==> src/rtl/kp_start_driver.sv <==
// kp_start_driver
//   Drives the ap_ctrl_hs start handshake of an HLS block for a programmed
//   number of transactions. It timestamps every start, measures the
//   start-to-done latency of each transaction and keeps run statistics.
//
// Ports
//   clock, reset      rising-edge clock, synchronous active-high reset
//   go, num_trans     start pulse and transaction count (taken while idle)
//   ap_start          registered start request to the HLS block
//   ap_continue       tied high
//   ap_ready, ap_done handshake inputs from the HLS block
//   busy, finish      run in progress / run complete (level)
//   done_count        transactions completed in this run
//   lat_valid/value   one-cycle latency report per completed transaction
//   lat_min/max       running latency extremes for the run
//   total_cycles      cycles from accepted go to the FINISH state
//   err_proto         sticky: ap_done seen with nothing outstanding
module kp_start_driver #(
  parameter int CNT_W = 32,
  parameter int DEPTH = 4
) (
  input  logic             clock,
  input  logic             reset,
  input  logic             go,
  input  logic [CNT_W-1:0] num_trans,
  output logic             ap_start,
  output logic             ap_continue,
  input  logic             ap_ready,
  input  logic             ap_done,
  output logic             busy,
  output logic             finish,
  output logic [CNT_W-1:0] done_count,
  output logic             lat_valid,
  output logic [CNT_W-1:0] lat_value,
  output logic [CNT_W-1:0] lat_min,
  output logic [CNT_W-1:0] lat_max,
  output logic [CNT_W-1:0] total_cycles,
  output logic             err_proto
);

  localparam int AW = $clog2(DEPTH);
  localparam logic [AW:0] FULL_OCC = (AW+1)'(DEPTH);

  typedef enum logic [1:0] {IDLE, ISSUE, DRAIN, FINISH} state_t;

  state_t           state, state_n;
  logic [CNT_W-1:0] ntrans, issued, cycle_cnt;
  logic [CNT_W-1:0] ts_mem [DEPTH];
  logic [AW-1:0]    wr_ptr, rd_ptr;
  logic [AW:0]      occ, occ_n;
  // pend: the current ap_start request already owns a FIFO slot (its
  // timestamp was pushed) and is waiting for ap_ready.
  logic             pend, pend_n;
  logic             accept, hs, push, pop, spurious, start_n;
  logic [CNT_W-1:0] issued_n, done_n, lat;

  assign ap_continue = 1'b1;

  always_comb begin
    accept   = (state == IDLE) && go;
    hs       = ap_start && ap_ready;
    push     = ap_start && !pend;
    pop      = ap_done && (occ != '0) && (state != IDLE);
    spurious = ap_done && (occ == '0);
    lat      = cycle_cnt - ts_mem[rd_ptr];
    issued_n = issued + CNT_W'(hs);
    done_n   = done_count + CNT_W'(pop);
    occ_n    = occ + (AW+1)'(push) - (AW+1)'(pop);
    pend_n   = (pend || push) && !hs;
    state_n  = state;
    start_n  = 1'b0;
    case (state)
      IDLE: begin
        if (accept) begin
          state_n = (num_trans == '0) ? FINISH : ISSUE;
          start_n = (num_trans != '0);
        end
      end
      ISSUE: begin
        if (issued_n == ntrans)
          state_n = (done_n == ntrans) ? FINISH : DRAIN;
        else
          // a request holding a slot stays up; a fresh one needs a free slot
          start_n = pend_n || (occ_n < FULL_OCC);
      end
      DRAIN: begin
        if (done_n == ntrans) state_n = FINISH;
      end
      FINISH: state_n = IDLE;
      default: state_n = IDLE;
    endcase
  end

  always_ff @(posedge clock) begin
    if (reset) begin
      state        <= IDLE;
      ap_start     <= 1'b0;
      busy         <= 1'b0;
      finish       <= 1'b0;
      lat_valid    <= 1'b0;
      lat_value    <= '0;
      done_count   <= '0;
      lat_min      <= '1;
      lat_max      <= '0;
      total_cycles <= '0;
      err_proto    <= 1'b0;
      ntrans       <= '0;
      issued       <= '0;
      cycle_cnt    <= '0;
      wr_ptr       <= '0;
      rd_ptr       <= '0;
      occ          <= '0;
      pend         <= 1'b0;
    end else begin
      state     <= state_n;
      ap_start  <= start_n;
      lat_valid <= pop;
      if (spurious) err_proto <= 1'b1;
      if (accept) begin
        ntrans     <= num_trans;
        issued     <= '0;
        done_count <= '0;
        // the go cycle is cycle 0, so the first start cycle reads 1
        cycle_cnt  <= CNT_W'(1);
        lat_min    <= '1;
        lat_max    <= '0;
        finish     <= 1'b0;
        busy       <= 1'b1;
        wr_ptr     <= '0;
        rd_ptr     <= '0;
        occ        <= '0;
        pend       <= 1'b0;
      end else begin
        if (state == ISSUE || state == DRAIN) cycle_cnt <= cycle_cnt + CNT_W'(1);
        issued <= issued_n;
        pend   <= pend_n;
        occ    <= occ_n;
        if (push) wr_ptr <= wr_ptr + AW'(1);
        if (pop) begin
          rd_ptr     <= rd_ptr + AW'(1);
          lat_value  <= lat;
          done_count <= done_n;
          if (lat < lat_min) lat_min <= lat;
          if (lat > lat_max) lat_max <= lat;
        end
        if (state == FINISH) begin
          total_cycles <= cycle_cnt;
          finish       <= 1'b1;
          busy         <= 1'b0;
        end
      end
    end
  end

  // timestamp storage, no reset needed: occupancy guards every read
  always_ff @(posedge clock) begin
    if (push) ts_mem[wr_ptr] <= cycle_cnt;
  end

endmodule
==> config.mk <==
export PLATFORM = sky130hd
export DESIGN_NAME = kp_start_driver
export DESIGN_NICKNAME = d
export VERILOG_FILES = /design/src/rtl/kp_start_driver.sv
export SDC_FILE = /design/constraint.sdc
export NUM_CORES = 1
export LEC_CHECK = 0
export CAP_MARGIN = 20
export CORE_MARGIN = 8
export CORE_UTILIZATION = 45
export CTS_BUF_LIST = sky130_fd_sc_hd__clkbuf_16
export CTS_CLUSTER_SIZE = 12
export DETAILED_ROUTE_END_ITERATION = 10
export PLACE_DENSITY = 0.72
export SYNTH_ARGS = -nofsm -noshare
export SYNTH_HDL_FRONTEND = slang
export SYNTH_SLANG_ARGS = --single-unit
==> constraint.sdc <==
create_clock -name clock -period 8.93 [get_ports clock]
set_input_delay 0.893 -clock clock [delete_from_list [all_inputs] [get_ports clock]]
set_output_delay 0.893 -clock clock [all_outputs]
set_load 0.02 [all_outputs]
### After elaboration in Yosys (flattened, before gate mapping)

Memory sizes are Yosys's and may differ from the RTL's. A register that Yosys moved wholly into a read port is not among the register bits.
Index checks and enable logic that the tools add are counted.

| operators by class | value |
|---|---|
| add/sub/neg operators | 8 |
| $lt $le $gt $ge | 3 |
| equality and inequality tests | 8 |
| mux-type cells | 17 |
| bitwise operators | 1 |
| reduce and logical (&&, ||, !) cells | 26 |

Operators with widths:

| cell | count |
|---|---|
| 32-bit by 1-bit adder with 32-bit output | 2 |
| 32-bit == test | 2 |
| 32-bit by 1-bit adder with 32-bit output, second input constant | 1 |
| 32-bit > comparator | 1 |
| 32-bit zero test | 1 |
| 32-bit less-than comparator | 1 |
| 32-bit nonzero test | 1 |
| 32-bit subtractor | 1 |
| 2-bit 2-to-1 mux | 6 |
| 1-bit 2-to-1 mux | 9 |
| 2-bit case mux with 4 select lines | 1 |
| 2-bit AND reduction | 4 |
| 1-bit logical AND | 7 |
| 2-bit != test, second input constant | 3 |
| 2-bit nonzero test | 3 |
| 2-bit by 1-bit adder with 2-bit output, second input constant | 2 |
| 2-bit == test, second input constant | 2 |
| 3-bit by 1-bit adder with 3-bit output | 1 |
| 3-bit zero test | 1 |
| 1-bit logical OR | 3 |
| 3-bit less-than comparator, second input constant | 1 |
| 3-bit AND reduction | 1 |
| 3-bit nonzero test | 1 |
| 3-bit by 1-bit subtractor with 3-bit output | 1 |
| other kinds (6) | 7 |

| word-level totals | value |
|---|---|
| register bits after elaboration | 271 |
| bits in writable memories | 128 |
| output and inout port bits | 166 |
| memories kept | 1 |

Memory list:

| name | depth | bits a word | rd ports | clocked after Yosys merged registers in | write ports | RTL line | text |
|---|---|---|---|---|---|---|---|
| ts_mem | 4 | 32 | 1 | 1 | 1 | 48 | `logic [CNT_W-1:0] ts_mem [DEPTH];` |

### Depth between registers and ports, before layout

Gate-level depths: netlist (run 1).

| logic depth | value |
|---|---|
| depth in word-level cells | 8 |
| mapped depth | 27 |
| depth with buffers taken out | 23 |

### Worst setup path after synthesis (run 1)

Ideal clock, no wire load.

| path | value |
|---|---|
| path kind | flip-flop to flip-flop |
| from | register with a tool-made name |
| to | register lat_min[27] |
| arrival | 5.719 ns |
| data required time | 8.851 ns |
| slack | 3.132 ns |
| cell stages (with the launch flop) | 26 |
| path buffers | 4 |
| period minus slack after synthesis | 5.798 ns |
| path through | dfxtp_1 -> clkbuf_1 -> buf_1 -> mux4_2 -> ha_1 -> inv_1 -> fa_1 -> a21oi_1 -> nand4b_1 -> a21o_1 -> a31o_2 -> a2111oi_2 -> o211ai_1 -> a2111oi_0 -> nor3_1 -> inv_1 -> ha_1 -> a21o_1 -> a211oi_1 -> o211a_1 -> o2111a_1 -> or2_2 -> clkbuf_1 -> clkbuf_1 -> nand2_1 -> o211ai_1 |

RTL lines:

| what | RTL line | text |
|---|---|---|
| end signal: assignment | 143 | `if (lat < lat_min) lat_min <= lat;` |
| end: declaration | 35 | `output logic [CNT_W-1:0] lat_min,` |

==> impl_metrics.yaml, run 1 <==
timing:
  setup_viol: 0
  fmax_mhz: 150
  final_max_slew_viol_count: 0
  finalSetupTns_ps: 0
  post-route-worst-setup-slack_ps: 2250
  tightest_slew_ps: 1100
  hold_viol: 0
  min_period_over_period: 0.748
  hold_slack_ps: 455
  rsz0062_at_grt: "false"
  layout_min_cycle_time_ps: 6680
  max_slew_margin: 0.266
  fin_worst_skew_ps: 23.8
critical_path:
  timing.rr.end: "lat_min[31]"
  path_class: "reg2reg"
  crit_family: "compound AO/OA/AOI/OAI gates"
  rr_worst_depth: 22
  cpMaxStageDelayCell: "or2_2"
  path_depth: 22
  cp.required_ps: 9420
  r2r_setup_slack_ps: 2250
  cp-start-kind: "flip-flop"
  crit_path_end_kind: "flip-flop"
  cp_max_fo: 54
  crit_chain: "buf_4 -> mux4_2 -> ha_1 -> inv_1 -> fa_1 -> a21oi_1 -> nand4b_1 -> a21o_1 -> a31o_2 -> a2111oi_2 -> o211a_1 -> nor3_1 -> nor3_1 -> inv_1 -> ha_1 -> a21o_1 -> a211oi_1 -> o211a_1 -> o2111a_1 -> or2_2 -> nor2_1 -> a211o_1"
  path_buf_inv: 3
  max_stage_delay_ps: 740
  worst_ep_arrival_time_ps: 7160
  worstSetupEndpoint: "lat_min[31]"
min_path:
  hp-class: "reg2reg"
  hold_path_depth: 2
  hp-start: "lat_value[5]"
yosys:
  syn-num-nets: 2334
  synth_cells: 2186
  yosysUniqueCellTypes: 98
  synth-seq-cells: 401
  synth_area_um2: 21000
  yosysSeqAreaShare: 0.443
  synth_top_flop_cell: "dfxtp_1"
  synth_edf_count: 128
  yosysWarnings: 0
  synthArstFlopShare: 0
  avgSynthCellArea_um2: 9.61
status:
  status: "finished clean"
cts:
  path_clk_slew_ps: 60
  cts_tree: "built"
  numCtsBuffers: 46
  hold_buffers: 0
  cts-root-buf: "clkbuf_16"
  cts-resized-gates: 0
  cts_setup_buffers: 0
  cts_buffer_depth: 3
  cts_max_level: 2
  insertion_delay_ps: 600
  cts_sinks: 401
floorplanning:
  dieArea_um2: 53900
  core_um2: 46400
  initial_core_util: 0.453
  die_h_um: 232
  die_w_um: 232
  ios: 203
  rows: 79
placement:
  post-place-ws_ps: 2360
  place.gp.congestion: 0.962
  hpwlAfterDp_mm: 45.1
  port_buffers: 201
drt:
  finalWirelength_mm: 61.0
  wire_per_inst_um: 20.5
  ant_nets: 0
  first_pass_iters: 7
  vias_per_cell: 5.69
  drt_iter0_markers: 1273
  drc_errors: 0
  num_vias: 17000
pwr:
  p_comb_frac: 0.237
  power_switching_uw: 1660
  ir_drop_uv: 183
  pwr-share-seq: 0.407
  p_int_uw: 3520
  netSwitchingFraction: 0.320
  total_leakage_power_uw: 0.00938
  p_clk_frac: 0.356
  p_per_area_nw_per_um2: 208
grt:
  globalRouteOverflowTotal: 0
  grt_pass1_vias: 16400
  grt_pass1_wl_mm: 94.7
  grt_max_degree: 78
  antenna_found_initial: 0
  track_usage: 0.221
final_layout:
  diodes: 0
  nFillCells: 4096
  synthToLayoutAreaGrowth_pct: 18.4
  drive_gt1_frac: 0.0673
  fin_nets: 2489
job:
  drv_cap: 0
[per-stage QoR]
step / power [uW] / instances / util / area (um2)
floorplan: 2940 / 2186 / - / 21000
global placement: 3330 / 2900 / 0.504 / 23400
CTS: 5210 / 2984 / 0.537 / 24900
finish: 5180 / 2984 / 0.537 / 24900
detailed placement: 3360 / 2900 / 0.504 / 23400
global route: 5430 / 2984 / 0.537 / 24900
[layout by cell type (no fill, tap or decap), drive strengths merged, types with 38 or more instances in the layout]
| cell type | Yosys | final |
|---|---|---|
| xor2 | 70 | 70 |
| clkdlybuf4s50 | 0 | 200 |
| ha | 109 | 109 |
| o211ai | 38 | 38 |
| nor2 | 219 | 219 |
| xnor2 | 93 | 93 |
| a21oi | 140 | 140 |
| clkbuf | 74 | 47 |
| inv | 137 | 150 |
| nand3 | 69 | 69 |
| mux2i | 61 | 61 |
| nand4 | 49 | 49 |
| nor3 | 44 | 44 |
| dfxtp | 273 | 273 |
| nand2 | 239 | 239 |
| edfxtp | 128 | 128 |
| o21ai | 52 | 52 |
[worst min-delay path by stage]
| stage | to |
|---|---|
| after detailed placement | lat_value[14] |
| final | lat_value[5] |
| after global placement | lat_value[23] |
| after CTS | lat_value[14] |
| after floorplan | ntrans[7] |
| after global routing | lat_value[7] |
[Yosys cell counts (all sizes together), types with 33 or more instances]
cell | instances | share of area
xor2 | 70 | 0.029
dfxtp | 273 | 0.26
o211ai | 38 | 0.014
a21oi | 140 | 0.034
inv | 137 | 0.024
nand3 | 69 | 0.017
buf | 33 | 0.0099
o21ai | 52 | 0.012
nor2 | 219 | 0.039
nand4 | 49 | 0.017
a21o | 35 | 0.013
nand2 | 239 | 0.043
ha | 109 | 0.065
edfxtp | 128 | 0.18
nor3 | 44 | 0.011
mux2i | 61 | 0.029
clkbuf | 74 | 0.015
xnor2 | 93 | 0.039
[area by class of cell]
| class | instances | area, um2 | share of cell area |
|---|---|---|---|
| Clock buffer | 47 | 1180 | 0.0473 |
| Tap cell | 607 | 759 | 0.0305 |
| Timing Repair Buffer | 214 | 2110 | 0.0847 |
| Inverter | 137 | 514 | 0.0207 |
| Multi-Input combinational cell | 1541 | 10700 | 0.430 |
| Clock inverter | 37 | 322 | 0.0129 |
| Sequential cell | 401 | 9310 | 0.374 |
[metal layers]
metal	wire length, um	share of wire	vias to the layer above	track usage
met5	0	0	-	0
met3	5280	0.086	83	0.0561
met1	28000	0.46	8172	0.309
li1	-	-	8102	-
met2	26500	0.43	620	0.339
met4	1280	0.021	0	0.0563
[registers in the layout (all words and copies together), names as in the netlist, 2 cells and up, named ones only]
| signal | flops |
|---|---|
| ts_mem | 128 |
| cycle_cnt | 32 |
| done_count | 32 |
| issued | 32 |
| lat_max | 32 |
| lat_min | 32 |
| lat_value | 32 |
| ntrans | 32 |
| total_cycles | 32 |
| occ | 3 |
| rd_ptr | 2 |
| state | 2 |
| wr_ptr | 2 |
[worst min-delay path, cell delays in order, from the launching register on]
cell     delay [ps]
dfxtp_1         310
nand2_1          50
a21oi_1          50
[cell families after synthesis]
kind of cell,synth area share
buffers and inverters,0.0492
DFF,0.443
and+or+nand+nor,0.187
AOI/OAI and AO/OA,0.116
muxes,0.0644
xor gates and xnor gates,0.0735
adders and majority gates,0.0668
other,0.000178
[power by group through the flow]
stage / Clock, uW / Sequential [uW] / Combinational [uW]
2_1_floorplan: 0 / 2130 / 802
5_1_grt: 1960 / 2120 / 1360
6_report: 1840 / 2110 / 1230
3_3_place_gp: 0 / 2140 / 1190
4_1_cts: 1880 / 2110 / 1220
3_5_place_dp: 0 / 2140 / 1210
No activity file was read; power rests on OpenSTA's default activity.
==> inputs of run 2 (changes only) <==
--- a/config.mk
+++ b/config.mk
@@ -11,7 +11,7 @@
 export CTS_BUF_LIST = sky130_fd_sc_hd__clkbuf_16
 export CTS_CLUSTER_SIZE = 12
 export DETAILED_ROUTE_END_ITERATION = 10
-export PLACE_DENSITY = 0.72
+export PLACE_DENSITY = 0.75
 export SYNTH_ARGS = -nofsm -noshare
 export SYNTH_HDL_FRONTEND = slang
 export SYNTH_SLANG_ARGS = --single-unit
==> constraint.sdc (replaced) <==
create_clock -name clock -period 6.1 [get_ports clock]
set_input_delay 0.61 -clock clock [delete_from_list [all_inputs] [get_ports clock]]
set_output_delay 0.61 -clock clock [all_outputs]
set_load 0.02 [all_outputs]
==> run 2 against run 1 <==
Total power rose by 45%. Utilization rose by 0.29 points. First-iteration DRC count rose by 11%. Hold slack improved by 2.0 ps. Fmax rose by 17%. Final area rose by 0.54%.
==> impl_metrics.yaml, run 2 (synthesis gave the netlist of run 1 again) <==
final_layout:
  largest_reg_flops: 128
  max_flop_register: "ts_mem"
  synthToLayoutAreaGrowth_pct: 19.0
  layout_commonest_cell: "dfxtp_1"
  fin_nets: 2517
  diodes: 0
  final_cell_mix: "272 x dfxtp_1, 238 x nand2_1, 218 x nor2_1"
  fin_util: 0.540
  drive_gt1_frac: 0.0740
min_path:
  hp-class: "reg2reg"
cts:
  insertion_delay_ps: 600
  cts_sinks: 401
  cts_tree: "built"
  cts-root-buf: "clkbuf_16"
  numCtsBuffers: 44
  hold_buffers: 0
  cts_max_level: 2
  path_clk_slew_ps: 60
  cts_buffer_depth: 3
drt:
  num_vias: 17200
  vias_per_cell: 5.72
  wire_per_inst_um: 20.6
  ant_nets: 0
  finalWirelength_mm: 62.1
  drt_iter0_markers: 1417
  drc_errors: 0
  first_pass_iters: 7
job:
  drv_cap: 0
floorplanning:
  ios: 203
  die_w_um: 232
  initial_core_util: 0.453
  rows: 79
  core_um2: 46400
  die_h_um: 232
  dieArea_um2: 53900
critical_path:
  rr_worst_depth: 22
  timing.rr.end: "lat_max[5]"
  cp_max_fo: 20
  max_stage_delay_ps: 530
  cpMaxStageDelayCell: "mux4_2"
  r2r_setup_slack_ps: 370
  cp-start-kind: "flip-flop"
  crit_chain: "buf_4 -> mux4_2 -> inv_1 -> ha_1 -> nor2b_1 -> o31a_1 -> o2111ai_1 -> nand3_1 -> o211ai_2 -> a211oi_1 -> o41ai_2 -> buf_4 -> xnor2_1 -> ha_1 -> nand4_1 -> nor2_1 -> nand3_1 -> o21ai_0 -> a31o_4 -> buf_4 -> mux2i_1 -> nor2_1"
  worstSetupEndpoint: "lat_max[5]"
  cpMostUsedCell: "buf_4"
  cp.required_ps: 6540
  crit_path_end_kind: "flip-flop"
  path_class: "reg2reg"
  worst_ep_arrival_time_ps: 6160
timing:
  final_max_slew_viol_count: 0
  max_slew_margin: 0.323
  hold_viol: 0
  layout_min_cycle_time_ps: 5730
  setup_viol: 0
  tightest_slew_ps: 989
  min_period_over_period: 0.939
  rsz0062_at_grt: "false"
  fin_worst_skew_ps: 29.1
  fmax_mhz: 175
  finalSetupTns_ps: 0
status:
  status: "finished clean"
pwr:
  pwr-share-seq: 0.409
  p_per_area_nw_per_um2: 300
  p_comb_frac: 0.252
  p_int_uw: 5070
  netSwitchingFraction: 0.323
  p_clk_frac: 0.338
  total_leakage_power_uw: 0.00948
  power_switching_uw: 2430
  ir_drop_uv: 223
placement:
  hpwlAfterDp_mm: 45.7
  place.gp.congestion: 0.945
  port_buffers: 201
grt:
  grt_max_degree: 80
  globalRouteOverflowTotal: 0
  grt_pass1_vias: 16700
  grt_pass1_wl_mm: 96.5
  track_usage: 0.225
  antenna_found_initial: 1
run 2: changes by cell type in the layout (fill, tap and decap cells not counted), sizes merged:
cell	delta
buf	+30
clkinv	-7
inv	+6
clkbuf	-3
clkinvlp	+2
bufinv	-1
run 2: area by class of cell:
type	count	area, um2
clock buffers	44	1100
fillers	4001	21300
clock inverters	37	265
well taps	607	759
flip-flops and latches	401	9310
repair buffers	244	2360
multi-input cells	1541	10700
inverters	137	514
run 2: per-stage QoR:
stage	hold slack, ps	worst slack (ps)	instance area, um2	std cells	total power (uW)
floorplan	445	302	21000	2186	4300
CTS	458	211	25000	3010	7530
finish	457	372	25000	3011	7500
detailed placement	449	297	23600	2929	4980
global placement	446	577	23600	2929	4930
global route	474	35.5	25000	3011	7840
run 2: critical path, delay by kind of cell, from the launching register on:
family,cells,cell delay (ps)
buf+inv,4,870
xor+xnor,1,140
flops,1,350
fa+ha+maj,2,620
simple gates,6,920
compound gates,7,1900
mux,2,750
run 2: power by group through the flow:
stage | combinational (uW) | sequential, uW | clock, uW
after floorplan | 1170 | 3120 | 0
after global placement | 1810 | 3120 | 0
after detailed placement | 1860 | 3120 | 0
after CTS | 1880 | 3070 | 2580
after global routing | 2070 | 3090 | 2690
final | 1890 | 3070 | 2540
run 2: how the worst min path moves through the flow:
stage / start / to / slack [ps] / cells after the start
2_1_floorplan: ntrans[7] / ntrans[7] / 440 / 2
3_3_place_gp: lat_value[24] / lat_value[24] / 450 / 2
3_5_place_dp: lat_value[10] / lat_value[10] / 450 / 2
4_1_cts: lat_value[10] / lat_value[10] / 460 / 2
5_1_grt: lat_value[26] / lat_value[26] / 470 / 2
6_report: lat_value[7] / lat_value[7] / 460 / 2
run 2: what timing repair did:
action / 4_1_cts / 5_1_grt
setup endpoints to repair: 0 / 41
buffers inserted: 0 / 0
hold endpoints to repair: 0 / 0
resized for setup: 0 / 5
run 2: routing by layer:
layer  routed length (um)  up-vias  part of all wire  global-route usage
met2                27300      651              0.44               0.340
met1                28300     8344              0.46               0.325
met5                    0        -                 0                   0
met3                 4910       84             0.079              0.0434
met4                 1570        0             0.025              0.0653
li1                     -     8153                 -                   -
==> inputs of run 3 (changes only) <==
--- a/config.mk
+++ b/config.mk
@@ -6,12 +6,15 @@
 export NUM_CORES = 1
 export LEC_CHECK = 0
 export CAP_MARGIN = 20
+export CORE_ASPECT_RATIO = 1.2
 export CORE_MARGIN = 8
 export CORE_UTILIZATION = 45
 export CTS_BUF_LIST = sky130_fd_sc_hd__clkbuf_16
 export CTS_CLUSTER_SIZE = 12
 export DETAILED_ROUTE_END_ITERATION = 10
 export PLACE_DENSITY = 0.75
+export SETUP_SLACK_MARGIN = 0.02
+export SKIP_CTS_REPAIR_TIMING = 1
 export SYNTH_ARGS = -nofsm -noshare
 export SYNTH_HDL_FRONTEND = slang
 export SYNTH_SLANG_ARGS = --single-unit
==> run 3 against run 2 <==
Hold slack worse by 150 ps. Critical path depth up 1. Critical endpoint is now lat_min[8]. Sequential power about the same. Global-route usage up 1.0 points. Clock-buffer cell count unchanged. Largest cell class unchanged. Total power about the same. Worst setup slack better by 60 ps. Clock power about the same. Clock skew down 0.93 ps. Die area about the same.
==> impl_metrics.yaml, run 3 (synthesis gave the netlist of run 1 again) <==
critical_path:
  cp_max_fo: 48
  crit_path_end_kind: "flip-flop"
  worst_ep_arrival_time_ps: 6170
  cp-start-kind: "flip-flop"
  cp.required_ps: 6600
  path_class: "reg2reg"
final_layout:
  layout_commonest_cell: "dfxtp_1"
  regArea_um2: 9310
  diodes: 0
  drive_gt1_frac: 0.0754
  fin_nets: 2514
  nFillCells: 4071
  multiInputGateArea_um2: 10700
  largest_reg_flops: 128
  final_cell_mix: "272 x dfxtp_1, 238 x nand2_1, 218 x nor2_1"
  synthToLayoutAreaGrowth_pct: 19.0
  max_flop_register: "ts_mem"
timing:
  finalSetupTns_ps: 0
  fin_worst_skew_ps: 28.1
  tightest_slew_ps: 1120
  hold_viol: 0
  rsz0062_at_grt: "false"
  min_period_over_period: 0.929
  max_slew_margin: 0.254
  final_max_slew_viol_count: 0
  fmax_mhz: 176
  layout_min_cycle_time_ps: 5670
  setup_viol: 0
drt:
  first_pass_iters: 5
  vias_per_cell: 5.76
  num_vias: 17400
  drc_errors: 0
  finalWirelength_mm: 65.2
  drt_iter0_markers: 1368
  wire_per_inst_um: 21.6
  ant_nets: 0
grt:
  grt_max_degree: 97
  grt_pass1_wl_mm: 99.2
  globalRouteOverflowTotal: 0
  track_usage: 0.236
  antenna_found_initial: 0
  grt_pass1_vias: 17300
pwr:
  ir_drop_uv: 250
  p_per_area_nw_per_um2: 300
  totalPowerFinal_uw: 7510
  total_leakage_power_uw: 0.00947
floorplanning:
  ios: 203
  core_um2: 46100
  initial_core_util: 0.456
  dieArea_um2: 53900
  rows: 86
  die_h_um: 253
  die_w_um: 213
cts:
  cts_sinks: 401
  cts_max_level: 2
  path_clk_slew_ps: 60
  cts-root-buf: "clkbuf_16"
  cts_tree: "built"
  insertion_delay_ps: 590
  numCtsBuffers: 44
  cts_buffer_depth: 3
placement:
  hpwlAfterDp_mm: 48.8
  port_buffers: 201
  place.gp.congestion: 0.953
job:
  drv_cap: 0
min_path:
  hp-class: "in2reg"
status:
  status: "finished clean"
[run 3: changes by cell type in the layout (fill, tap and decap cells not counted), moves of 2 or more]
cell,before,now
buf_4,42,37
and2_1,14,10
inv_6,0,2
and2_2,1,5
[run 3: path summary, 6_finish.rpt]
| check | start | endpoint | slack, ps | depth (start not counted) |
|---|---|---|---|---|
| worst max register to register | flip-flop | lat_min[8] | 430 | 23 |
| worst max-delay path | flip-flop | lat_min[8] | 430 | 23 |
| worst min register to register | lat_value[24] | lat_value[24] | 450 | 2 |
| worst min-delay path | reset | err_proto | 310 | 2 |
[run 3: layout make-up]
type                    instances  share of cell area
clock buffers                  44              0.0440
clock inverters                38              0.0100
inverters                     137              0.0206
multi-input cells            1541               0.428
flip-flops and latches        401               0.372
well taps                     616              0.0308
repair buffers                241              0.0947
[run 3: routing by layer]
layer	wire length, um	GRT usage	vias up
met2	32600	0.415	607
met3	4130	0.0378	151
li1	-	-	8151
met4	2740	0.107	0
met5	0	0	-
met1	25700	0.278	8476
[run 3: critical path, stage by stage, from the launching register on]
cell       delay [ps]
dfxtp_2           370
buf_4             280
mux4_2            530
inv_1             110
fa_1              220
a21oi_1            90
nand4b_1          200
a21o_1            230
a31o_2            280
a2111oi_2         470
o211ai_1          220
a2111oi_1         400
nor3_1            100
buf_4             160
inv_1              80
ha_1              240
a21o_1            180
a211oi_1          310
o211a_1           220
o2111a_1          210
or2_2             210
buf_12            230
nand2_1            80
o211ai_1          130
[run 3: power breakdown]
part	switching [uW]	total [uW]	internal, uW
Combinational	1160	1900	742
Clock	1110	2520	1400
Sequential	159	3090	2930
Total	2430	7510	5080
[run 3: stage by stage]
step | std cells | setup WS (ps) | util | hold slack, ps | area [um2]
floorplan | 2186 | 302 | - | 445 | 21000
global placement | 2933 | 627 | 0.512 | 446 | 23600
detailed placement | 2933 | 430 | 0.512 | 447 | 23600
CTS | 3015 | 378 | 0.542 | 287 | 24900
global route | 3018 | 30.5 | 0.543 | 309 | 25000
finish | 3018 | 432 | 0.543 | 312 | 25000
